==> src/rtl/if_prefetch_stage_pkg.sv <==
// Shared constants for the instruction-fetch prefetch stage.
// Imported by the fetch stage and its entry FIFO.
package if_prefetch_stage_pkg;

    localparam int INST_BYTES = 4;
    localparam logic [31:0] HALT_WORD_DEF = 32'hFFFF_FFFF;

    function automatic int cnt_w(input int depth);
        return $clog2(depth) + 1;
    endfunction

endpackage

==> src/rtl/if_prefetch_stage_if.sv <==
// Fetch-stage bus bundle: instruction RAM port, redirect input and IF/ID handshake.
// The stage takes master; the memory/decode side takes slave.
interface if_prefetch_stage_if #(
    parameter int ADDR_W = 32,
    parameter int INST_W = 32
);
    logic              imem_en;
    logic [ADDR_W-1:0] imem_addr;
    logic [INST_W-1:0] imem_data;
    logic              redirect_valid;
    logic [ADDR_W-1:0] redirect_pc;
    logic              id_ready;
    logic              id_valid;
    logic [ADDR_W-1:0] id_pc;
    logic [INST_W-1:0] id_inst;
    logic              id_halt;
    logic              halted;

    modport master (
        output imem_en, imem_addr, id_valid, id_pc, id_inst, id_halt, halted,
        input  imem_data, redirect_valid, redirect_pc, id_ready
    );

    modport slave (
        input  imem_en, imem_addr, id_valid, id_pc, id_inst, id_halt, halted,
        output imem_data, redirect_valid, redirect_pc, id_ready
    );
endinterface

==> src/rtl/if_prefetch_stage_entry_fifo.sv <==
// Synchronous FIFO of {halt, pc, inst} entries; head word read straight from storage.
// Flush drops all entries without touching storage contents.
module if_entry_fifo
    import if_prefetch_stage_pkg::*;
#(
    parameter int WIDTH = 65,
    parameter int DEPTH = 4,
    localparam int PW = $clog2(DEPTH),
    localparam int CW = PW + 1
) (
    input  logic             clk,
    input  logic             rst,
    input  logic             flush,
    input  logic             push,
    input  logic             pop,
    input  logic [WIDTH-1:0] din,
    output logic [WIDTH-1:0] dout,
    output logic             full,
    output logic             empty,
    output logic [CW-1:0]    count
);
    logic [WIDTH-1:0] mem_q [DEPTH];
    logic [WIDTH-1:0] mem_d [DEPTH];
    logic [PW-1:0]    wr_q, wr_d;
    logic [PW-1:0]    rd_q, rd_d;
    logic [CW-1:0]    cnt_q, cnt_d;

    always_comb begin
        mem_d = mem_q;
        wr_d  = wr_q;
        rd_d  = rd_q;
        cnt_d = cnt_q;
        if (flush) begin
            wr_d  = '0;
            rd_d  = '0;
            cnt_d = '0;
        end else begin
            if (push) begin
                mem_d[wr_q] = din;
                wr_d = wr_q + PW'(1);
            end
            if (pop) begin
                rd_d = rd_q + PW'(1);
            end
            cnt_d = cnt_q + CW'(push) - CW'(pop);
        end
    end

    always_ff @(posedge clk) begin
        if (rst) begin
            mem_q <= '{default: '0};
            wr_q  <= '0;
            rd_q  <= '0;
            cnt_q <= '0;
        end else begin
            mem_q <= mem_d;
            wr_q  <= wr_d;
            rd_q  <= rd_d;
            cnt_q <= cnt_d;
        end
    end

    assign dout  = mem_q[rd_q];
    assign count = cnt_q;
    assign full  = (cnt_q == CW'(DEPTH));
    assign empty = (cnt_q == '0);
endmodule

==> src/rtl/if_prefetch_stage.sv <==
// Instruction-fetch stage: issues 1-cycle RAM reads, tags responses with PC/epoch,
// and queues {halt, pc, inst} for decode with redirect squash and halt stop.
module if_prefetch_stage
    import if_prefetch_stage_pkg::*;
#(
    parameter int                ADDR_W    = 32,
    parameter int                INST_W    = 32,
    parameter int                DEPTH     = 4,
    parameter logic [ADDR_W-1:0] RESET_PC  = '0,
    parameter logic [INST_W-1:0] HALT_WORD = INST_W'(HALT_WORD_DEF)
) (
    input  logic                CLK,
    input  logic                RESET,
    if_prefetch_stage_if.master bus
);
    localparam int CW = cnt_w(DEPTH);
    localparam int EW = 1 + ADDR_W + INST_W;

    logic [ADDR_W-1:0] fetch_pc_q, fetch_pc_d;
    logic [ADDR_W-1:0] pc_q, pc_d;
    logic [CW-1:0]     inflight_q, inflight_d;
    logic              epoch_q, epoch_d;
    logic              epoch_cur_q, epoch_cur_d;
    logic              halt_seen_q, halt_seen_d;
    logic              halted_q, halted_d;

    logic [CW-1:0] count;
    logic [CW-1:0] occ;
    logic          full, empty;
    logic [EW-1:0] head;
    logic          resp_ok, halt_now, issue, pop;

    always_comb begin
        occ      = count + inflight_q;
        resp_ok  = (inflight_q != '0) && (epoch_q == epoch_cur_q)
                   && !bus.redirect_valid;
        // A halt word arriving now must also block the issue in this cycle
        halt_now = resp_ok && (bus.imem_data == HALT_WORD);
        issue    = !RESET && !halt_seen_q && !halt_now
                   && !bus.redirect_valid && !full && (occ < CW'(DEPTH));
        pop      = !empty && bus.id_ready;

        fetch_pc_d  = fetch_pc_q;
        pc_d        = pc_q;
        inflight_d  = CW'(issue);
        epoch_d     = epoch_q;
        epoch_cur_d = epoch_cur_q;
        halt_seen_d = halt_seen_q;
        halted_d    = halted_q;

        if (issue) begin
            pc_d       = fetch_pc_q;
            epoch_d    = epoch_cur_q;
            fetch_pc_d = fetch_pc_q + ADDR_W'(INST_BYTES);
        end
        if (halt_now) halt_seen_d = 1'b1;
        if (pop && head[EW-1]) halted_d = 1'b1;
        if (bus.redirect_valid) begin
            epoch_cur_d = ~epoch_cur_q;
            fetch_pc_d  = {bus.redirect_pc[ADDR_W-1:2], 2'b00};
            halt_seen_d = 1'b0;
            halted_d    = 1'b0;
        end
    end

    always_ff @(posedge CLK) begin
        if (RESET) begin
            fetch_pc_q  <= RESET_PC;
            pc_q        <= '0;
            inflight_q  <= '0;
            epoch_q     <= 1'b0;
            epoch_cur_q <= 1'b0;
            halt_seen_q <= 1'b0;
            halted_q    <= 1'b0;
        end else begin
            fetch_pc_q  <= fetch_pc_d;
            pc_q        <= pc_d;
            inflight_q  <= inflight_d;
            epoch_q     <= epoch_d;
            epoch_cur_q <= epoch_cur_d;
            halt_seen_q <= halt_seen_d;
            halted_q    <= halted_d;
        end
    end

    if_entry_fifo #(
        .WIDTH (EW),
        .DEPTH (DEPTH)
    ) u_fifo (
        .clk   (CLK),
        .rst   (RESET),
        .flush (bus.redirect_valid),
        .push  (resp_ok),
        .pop   (pop),
        .din   ({bus.imem_data == HALT_WORD, pc_q, bus.imem_data}),
        .dout  (head),
        .full  (full),
        .empty (empty),
        .count (count)
    );

    assign bus.imem_en   = issue;
    assign bus.imem_addr = {2'b00, fetch_pc_q[ADDR_W-1:2]};
    assign bus.id_valid  = !empty;
    assign bus.id_halt   = head[EW-1];
    assign bus.id_pc     = head[ADDR_W+INST_W-1:INST_W];
    assign bus.id_inst   = head[INST_W-1:0];
    assign bus.halted    = halted_q;
endmodule

==> src/flat_wrapper.sv <==
// flat-port wrapper written by rule: the top's interface ports become plain ports
module if_prefetch_stage_flat import if_prefetch_stage_pkg::*;
#(
    parameter int                ADDR_W    = 32,
    parameter int                INST_W    = 32,
    parameter int                DEPTH     = 4,
    parameter logic [ADDR_W-1:0] RESET_PC  = '0,
    parameter logic [INST_W-1:0] HALT_WORD = INST_W'(HALT_WORD_DEF)
)
  (CLK, RESET, bus_imem_en, bus_imem_addr, bus_id_valid, bus_id_pc, bus_id_inst, bus_id_halt, bus_halted, bus_imem_data, bus_redirect_valid, bus_redirect_pc, bus_id_ready);
  if_prefetch_stage_if #(.ADDR_W(ADDR_W), .INST_W(INST_W)) bus_i ();
  input  logic CLK;
  input  logic RESET;
  output wire logic [$bits(bus_i.imem_en)-1:0] bus_imem_en;
  output wire logic [$bits(bus_i.imem_addr)-1:0] bus_imem_addr;
  output wire logic [$bits(bus_i.id_valid)-1:0] bus_id_valid;
  output wire logic [$bits(bus_i.id_pc)-1:0] bus_id_pc;
  output wire logic [$bits(bus_i.id_inst)-1:0] bus_id_inst;
  output wire logic [$bits(bus_i.id_halt)-1:0] bus_id_halt;
  output wire logic [$bits(bus_i.halted)-1:0] bus_halted;
  input wire logic [$bits(bus_i.imem_data)-1:0] bus_imem_data;
  input wire logic [$bits(bus_i.redirect_valid)-1:0] bus_redirect_valid;
  input wire logic [$bits(bus_i.redirect_pc)-1:0] bus_redirect_pc;
  input wire logic [$bits(bus_i.id_ready)-1:0] bus_id_ready;
  assign bus_imem_en = bus_i.imem_en;
  assign bus_imem_addr = bus_i.imem_addr;
  assign bus_id_valid = bus_i.id_valid;
  assign bus_id_pc = bus_i.id_pc;
  assign bus_id_inst = bus_i.id_inst;
  assign bus_id_halt = bus_i.id_halt;
  assign bus_halted = bus_i.halted;
  assign bus_i.imem_data = bus_imem_data;
  assign bus_i.redirect_valid = bus_redirect_valid;
  assign bus_i.redirect_pc = bus_redirect_pc;
  assign bus_i.id_ready = bus_id_ready;
  if_prefetch_stage #(.ADDR_W(ADDR_W), .INST_W(INST_W), .DEPTH(DEPTH), .RESET_PC(RESET_PC), .HALT_WORD(HALT_WORD)) u_core (.CLK(CLK), .RESET(RESET), .bus(bus_i));
endmodule
==> config.mk <==
export PLATFORM = sky130hd
export DESIGN_NAME = if_prefetch_stage_flat
export DESIGN_NICKNAME = d
export VERILOG_FILES = /design/src/rtl/if_prefetch_stage_pkg.sv /design/src/rtl/if_prefetch_stage_if.sv /design/src/rtl/if_prefetch_stage_entry_fifo.sv /design/src/rtl/if_prefetch_stage.sv /design/src/flat_wrapper.sv
export SDC_FILE = /design/constraint.sdc
export NUM_CORES = 1
export LEC_CHECK = 0
export CAP_MARGIN = 10
export CORE_UTILIZATION = 55
export CTS_CLUSTER_SIZE = 25
export DETAILED_ROUTE_END_ITERATION = 8
export PLACE_DENSITY = 0.78
export SKIP_CTS_REPAIR_TIMING = 1
export SYNTH_ARGS = -nofsm -noshare
export SYNTH_HDL_FRONTEND = slang
export SYNTH_HIERARCHICAL = 1
export SYNTH_SLANG_ARGS = --single-unit
==> constraint.sdc <==
create_clock -name CLK -period 4.4 [get_ports CLK]
set_input_delay 1.32 -clock CLK [delete_from_list [all_inputs] [get_ports CLK]]
set_output_delay 1.32 -clock CLK [all_outputs]
set_load 0.01 [all_outputs]
==> metrics.txt, run 1 <==
MaxCap Viol Count 0; YS warnings 6; total power 6.56 mW; Clock transition at path regs approximately 0.06 ns; Setup CP Type input pin to output port; Psw 1.47 mW; cell area after synthesis approximately 16,000 µm²; drt drc 0; Seq/Total Area, Yosys 0.426; Clock Tree Root clkbuf_16; Die Wd between 150 and 200 µm; Worst Path Required roughly 3.1 ns; CTS max path bufs 3; initial antenna violation count 0; area delta synth->final 20.4%; Core Area around 28,000 µm²; crit path launch type input pin; PwrDens 349 nW/µm²; Initial DRC Count roughly 950; Min Hold Slack around 0.47 ns; clock network power share 0.457; Port Buf Inserts about 160; post-route setup TNS 0 ns; H-tree levels 2; Rel. slew slack 0.272; Syn Area/Cell 10.6 µm²; final setup violation count 0; Max Transition Viols Final 0; HP Class flop to flop; wirelength, routed between 30 and 40 mm; FF-to-FF End u_core/fetch_pc_q[20]; Post-synth EDFFs 0; final RePlAce weighted congestion between 0.9 and 1; Max stage delay on crit path ~0.54 ns; Sequential Power Share 0.474; total vias in the final route ~12k; flop2flop setup slack 1.51 ns; RSZ-0062 raised after global routing false; P_int approximately 5.1 mW; DRT Pass-1 Iters 6; synthesized flop and latch total around 330; Comb pwr share 0.069; largest net degree at the start of global routing roughly 270; worst skew pair latency between 0.5 and 0.6 ns; Max Fanout on Critical Path 2; crit-path leading delay family simple AND/OR/NAND/NOR gates; Hold Crit Start u_core/u_fifo/mem_q[180]; site row count 61; status finished clean; GRT Util Overall 0.253; vias in the first global route 11.7k; Top FF cell, synth dfxtp_1; first-pass GRT wire length approximately 60 mm; Netlist cell types 67; R2R Path Start u_core/fetch_pc_q[2]; Initial Util 0.560; worst-margin pin slew around 1.1 ns; Min Clock Period, post-route around 4.3 ns; Clock Sinks 332; total grt overflow 0; worst path bufs/invs 3; CTS buffer count 36; # IOs about 170; CTS tree built; Final Hold Fails 0; # diodes 0; final worst path period share 0.984; nets ~1.7k; FF-to-FF path depth 6; switching portion of total power 0.225; commonest non-fill, non-tap cell in the layout dfxtp_1; share of cells above drive strength 1 0.118; utilization after layout 0.674; fraction of registers with async set/reset 0; WHS Path Cells 2; Static Leak roughly 7.6 nW; die area between 20,000 and 30,000 µm²; most frequent cells in the layout dfxtp_1 (330), nand2b_1 (325), mux2i_1 (261), clkdlybuf4s50_1 (161), mux4_2 (65); fmax about 0.23 GHz; die height roughly 170 µm; VDD IR-drop max roughly 0.00032 V; dpl hpwl 22.9 mm; CP Capture Type output port; Worst Path Arrival 3.01 ns; ANT nets after route 0; Via-to-Cell Ratio around 5.8; Slowest-stage cell, CP or4_4; WL/cell between 15 and 20 µm; endpoint of the worst hold path u_core/u_fifo/mem_q[180]; Gate Count Post-Synth about 1.5k; clock skew between 0.015 and 0.02 ns; critical-path cell list clkdlybuf4s50_1, nand4_1, or4_4, buf_6, nor3_4, nor2_2, dlymetal6s2s_1
## through the flow
step                      instances  setup slack [ns]  instance area, µm²
after floorplan                1477             0.370               15600
after global placement         1940            -0.356               17600
after detailed placement       1940            -0.343               17600
after CTS                      2005            -0.363               18800
after global routing           2005           0.00310               18800
final                          2005            0.0708               18800
## worst reg2reg max path, cell delays in order, from the launching register on
cell	delay, ns
dfxtp_1	0.58
ha_1	0.38
nand4_1	0.19
nor4_1	0.78
or3b_2	0.50
a211oi_1	0.27
a221o_1	0.14
## area by class of cell
| class | count | area (µm²) |
|---|---|---|
| repair buffers | 208 | 2080 |
| fillers | 2129 | 9070 |
| well taps | 378 | 473 |
| inverters | 14 | 52.6 |
| clock inverters | 14 | 141 |
| flip-flops and latches | 332 | 6650 |
| clock buffers | 51 | 1060 |
| multi-input cells | 1008 | 8330 |
## state kept, by name, indices dropped and copies added, names as in the netlist
name	cells
u_core/u_fifo/mem_q	260
u_core/fetch_pc_q	30
u_core/pc_q	30
u_core/u_fifo/count	3
u_core/u_fifo/rd_q	2
u_core/u_fifo/wr_q	2
u_core/bus.halted	1
u_core/epoch_cur_q	1
u_core/epoch_q	1
u_core/halt_seen_q	1
u_core/inflight_q	1
## cells in the mapped netlist (all sizes together), types with 14 or more instances
library cell | number | area, µm²
nand4 | 19 | 125
o21ai | 41 | 205
dfxtp | 332 | 6650
buf | 56 | 369
mux2i | 261 | 2610
clkbuf | 67 | 253
nand2b | 325 | 2030
a21oi | 40 | 200
or4 | 14 | 109
mux4 | 65 | 1460
nor2 | 20 | 75.1
nand2 | 36 | 135
nand3 | 48 | 245
## worst max path at each step
stage | depth (start not counted) | slack [ns] | startpoint | end
after CTS | 7 | -0.36 | bus_imem_data[31] | bus_imem_en
after global routing | 7 | 0.003 | bus_imem_data[27] | bus_imem_en
final | 7 | 0.07 | bus_imem_data[29] | bus_imem_en
after detailed placement | 7 | -0.34 | bus_imem_data[31] | bus_imem_en
after global placement | 7 | -0.36 | bus_imem_data[31] | bus_imem_en
after floorplan | 5 | 0.37 | bus_imem_data[30] | bus_imem_en
## power groups by stage
stage	registers [mW]	clock network [mW]	logic, mW
after floorplan	3.16	0	0.251
after global placement	3.17	0	0.438
after detailed placement	3.17	0	0.443
after CTS	3.11	3.07	0.446
after global routing	3.11	3.20	0.481
final	3.11	3.00	0.450
## cells by family (layout without fill, tap and decap cells)
kind of cell | count (synthesis) | in the layout | share of synthesized area
AO/OA/AOI/OAI | 144 | 144 | 0.0586
adder cells (fa/ha/maj) | 8 | 8 | 0.00690
other | 1 | 4 | 0.000240
flip-flops | 332 | 332 | 0.426
AND/OR/NAND/NOR | 520 | 520 | 0.199
buffers and inverters | 137 | 287 | 0.0432
multiplexers | 326 | 326 | 0.261
XOR/XNOR | 6 | 6 | 0.00425
## metal layers
layer	share of wire	GRT usage	vias to the layer above	routed length, µm
met1	0.44	0.333	5587	16200
met3	0.065	0.0484	82	2380
met5	0	0	-	0
li1	-	-	5495	-
met4	0.025	0.0764	0	918
met2	0.47	0.421	379	17100
Note: power is estimated with default switching activity, not from simulation.
==> run 2, diff against run 1 <==
--- a/config.mk
+++ b/config.mk
@@ -6,11 +6,14 @@
 export NUM_CORES = 1
 export LEC_CHECK = 0
 export CAP_MARGIN = 10
+export CORE_MARGIN = 4
 export CORE_UTILIZATION = 55
+export CTS_CLUSTER_DIAMETER = 100
 export CTS_CLUSTER_SIZE = 25
 export DETAILED_ROUTE_END_ITERATION = 8
 export PLACE_DENSITY = 0.78
 export SKIP_CTS_REPAIR_TIMING = 1
+export SKIP_LAST_GASP = 1
 export SYNTH_ARGS = -nofsm -noshare
 export SYNTH_HDL_FRONTEND = slang
 export SYNTH_HIERARCHICAL = 1
==> run 2 against run 1 <==
Net effect:
- final cell count fell by 2.1%
- highest routed layer unchanged
- cell area fell by 4.1%
- critical endpoint unchanged
- clock-buffer cell count fell by 32
- utilization fell by 2.8 points
==> metrics.txt, run 2 (synthesized netlist as in run 1, its figures left out) <==
FF/Latch Area 6650 µm²; initial antenna violation count 0; Worst Path Arrival between 3 and 4 ns; CTS tree built; worst path bufs/invs 3; Psw about 1.2 mW; Min Hold Slack 0.475 ns; final RePlAce weighted congestion approximately 0.9; most frequent cells in the layout dfxtp_1 (330), nand2b_1 (325), mux2i_1 (261), clkdlybuf4s50_1 (161), mux4_2 (65); Static Leak just over 7 nW; ANT nets after route 0; total grt overflow 0; CTS buffer count 17; CP Capture Type output port; fmax between 0.2 and 0.25 GHz; P_int ~4.0 mW; Layout fillers 2,162; total power 5.23 mW; Worst Path Required between 3 and 4 ns; clock skew 0.0129 ns; total vias in the final route roughly 11k; wirelength, routed between 30 and 40 mm; footprint of the multi-input gates roughly 8300 µm²; worst skew pair latency approximately 0.50 ns; most flop-heavy register u_core/u_fifo/mem_q; nets 1,659; MaxCap Viol Count 0; vias in the first global route around 11k; DRT Pass-1 Iters 7; biggest regs u_core/u_fifo/mem_q x260, u_core/fetch_pc_q x30, u_core/pc_q x30; Max Transition Viols Final 0; Clock Tree Root clkbuf_16; H-tree levels 1; VDD IR-drop max about 0.00019 V; # IOs around 170; dpl hpwl 23.3 mm; CTS max path bufs 3; Clock Sinks between 300 and 400; worst-margin pin slew around 1.1 ns; critical-path cell list clkdlybuf4s50_1, nand4_1, or4_4, buf_6, nor3_4, nor2_2, dlymetal6s2s_1; Slowest-stage cell, CP or4_4; Setup CP Type input pin to output port; WL/cell roughly 18 µm; PwrDens ~290 nW/µm²; Initial Util 0.560; clock network power share 0.321; final setup violation count 0; Final Hold Fails 0; site row count between 60 and 70; commonest non-fill, non-tap cell in the layout dfxtp_1; share of cells above drive strength 1 0.0972; Port Buf Inserts around 160; crit-path leading delay family simple AND/OR/NAND/NOR gates; post-route setup TNS 0 ns; area delta synth->final 15.5%; Rel. slew slack 0.289; switching portion of total power 0.236; # diodes 0; Max stage delay on crit path around 0.55 ns; Core Area between 20,000 and 30,000 µm²; GRT Util Overall 0.226; HP Class flop to flop; largest net degree at the start of global routing between 100 and 150; Via-to-Cell Ratio between 5 and 6; Initial DRC Count between 800 and 900; crit path launch type input pin; Comb pwr share 0.086; Sequential Power Share 0.594; max reg flops 260; die height ~180 µm; drt drc 0; Die Wd 176 µm; status finished clean; final worst path period share 0.990; Min Clock Period, post-route between 4 and 5 ns; first-pass GRT wire length ~60 mm; Clock transition at path regs around 0.10 ns; Max Fanout on Critical Path 2; die area roughly 31,000 µm²
run 2: cell types whose count changed in the layout (fill, tap and decap cells not counted), sizes merged:
cell / delta
clkinvlp: -1
clkinv: -9
buf: +2
bufinv: -2
clkbuf: -32
run 2: worst reg2reg max path, cell delays in order, from the launching register on:
cell and delay (ns):
dfxtp_1 0.56, ha_1 0.36, nand4_1 0.17, nor4_1 0.74, or3b_2 0.50, a211oi_1 0.30
a221o_1 0.16
run 2: cell type report:
| cell class | count | area share |
|---|---|---|
| Inverter | 14 | 0.00292 |
| Clock buffer | 19 | 0.0240 |
| Tap cell | 378 | 0.0262 |
| Timing Repair Buffer | 210 | 0.114 |
| Multi-Input combinational cell | 1008 | 0.462 |
| Sequential cell | 332 | 0.369 |
| Clock inverter | 2 | 0.00125 |
run 2: final timing paths:
| path | from | to | slack (ns) | depth (start not counted) |
|---|---|---|---|---|
| worst max-delay path | bus_imem_data[30] | bus_imem_en | 0.05 | 7 |
| worst min-delay path | u_core/u_fifo/mem_q[211] | u_core/u_fifo/mem_q[211] | 0.48 | 2 |
| worst max register to register | u_core/fetch_pc_q[2] | u_core/fetch_pc_q[20] | 1.56 | 6 |
| worst min register to register | u_core/u_fifo/mem_q[211] | u_core/u_fifo/mem_q[211] | 0.48 | 2 |
run 2: power by group through the flow:
stage | clock network [mW] | registers (mW) | logic, mW
2_1_floorplan | 0 | 3.16 | 0.251
3_3_place_gp | 0 | 3.17 | 0.439
3_5_place_dp | 0 | 3.17 | 0.443
4_1_cts | 1.72 | 3.11 | 0.445
5_1_grt | 1.82 | 3.11 | 0.483
6_report | 1.68 | 3.11 | 0.448
run 2: per-stage QoR:
step	utilization	instances	worst slack, ns	cell area [µm²]
floorplan	-	1477	0.370	15600
global placement	0.630	1942	-0.364	17500
detailed placement	0.630	1942	-0.381	17500
CTS	0.646	1963	-0.403	18000
global route	0.647	1963	-0.00898	18000
finish	0.647	1963	0.0452	18000
run 2: routing by layer:
| layer | vias up | share of wire | routed length [µm] | GRT usage |
|---|---|---|---|---|
| met5 | - | 0 | 0 | 0 |
| met4 | 0 | 0.020 | 709 | 0.0545 |
| li1 | 5418 | - | - | - |
| met3 | 61 | 0.050 | 1800 | 0.0300 |
| met2 | 293 | 0.47 | 17000 | 0.378 |
| met1 | 5565 | 0.46 | 16600 | 0.313 |
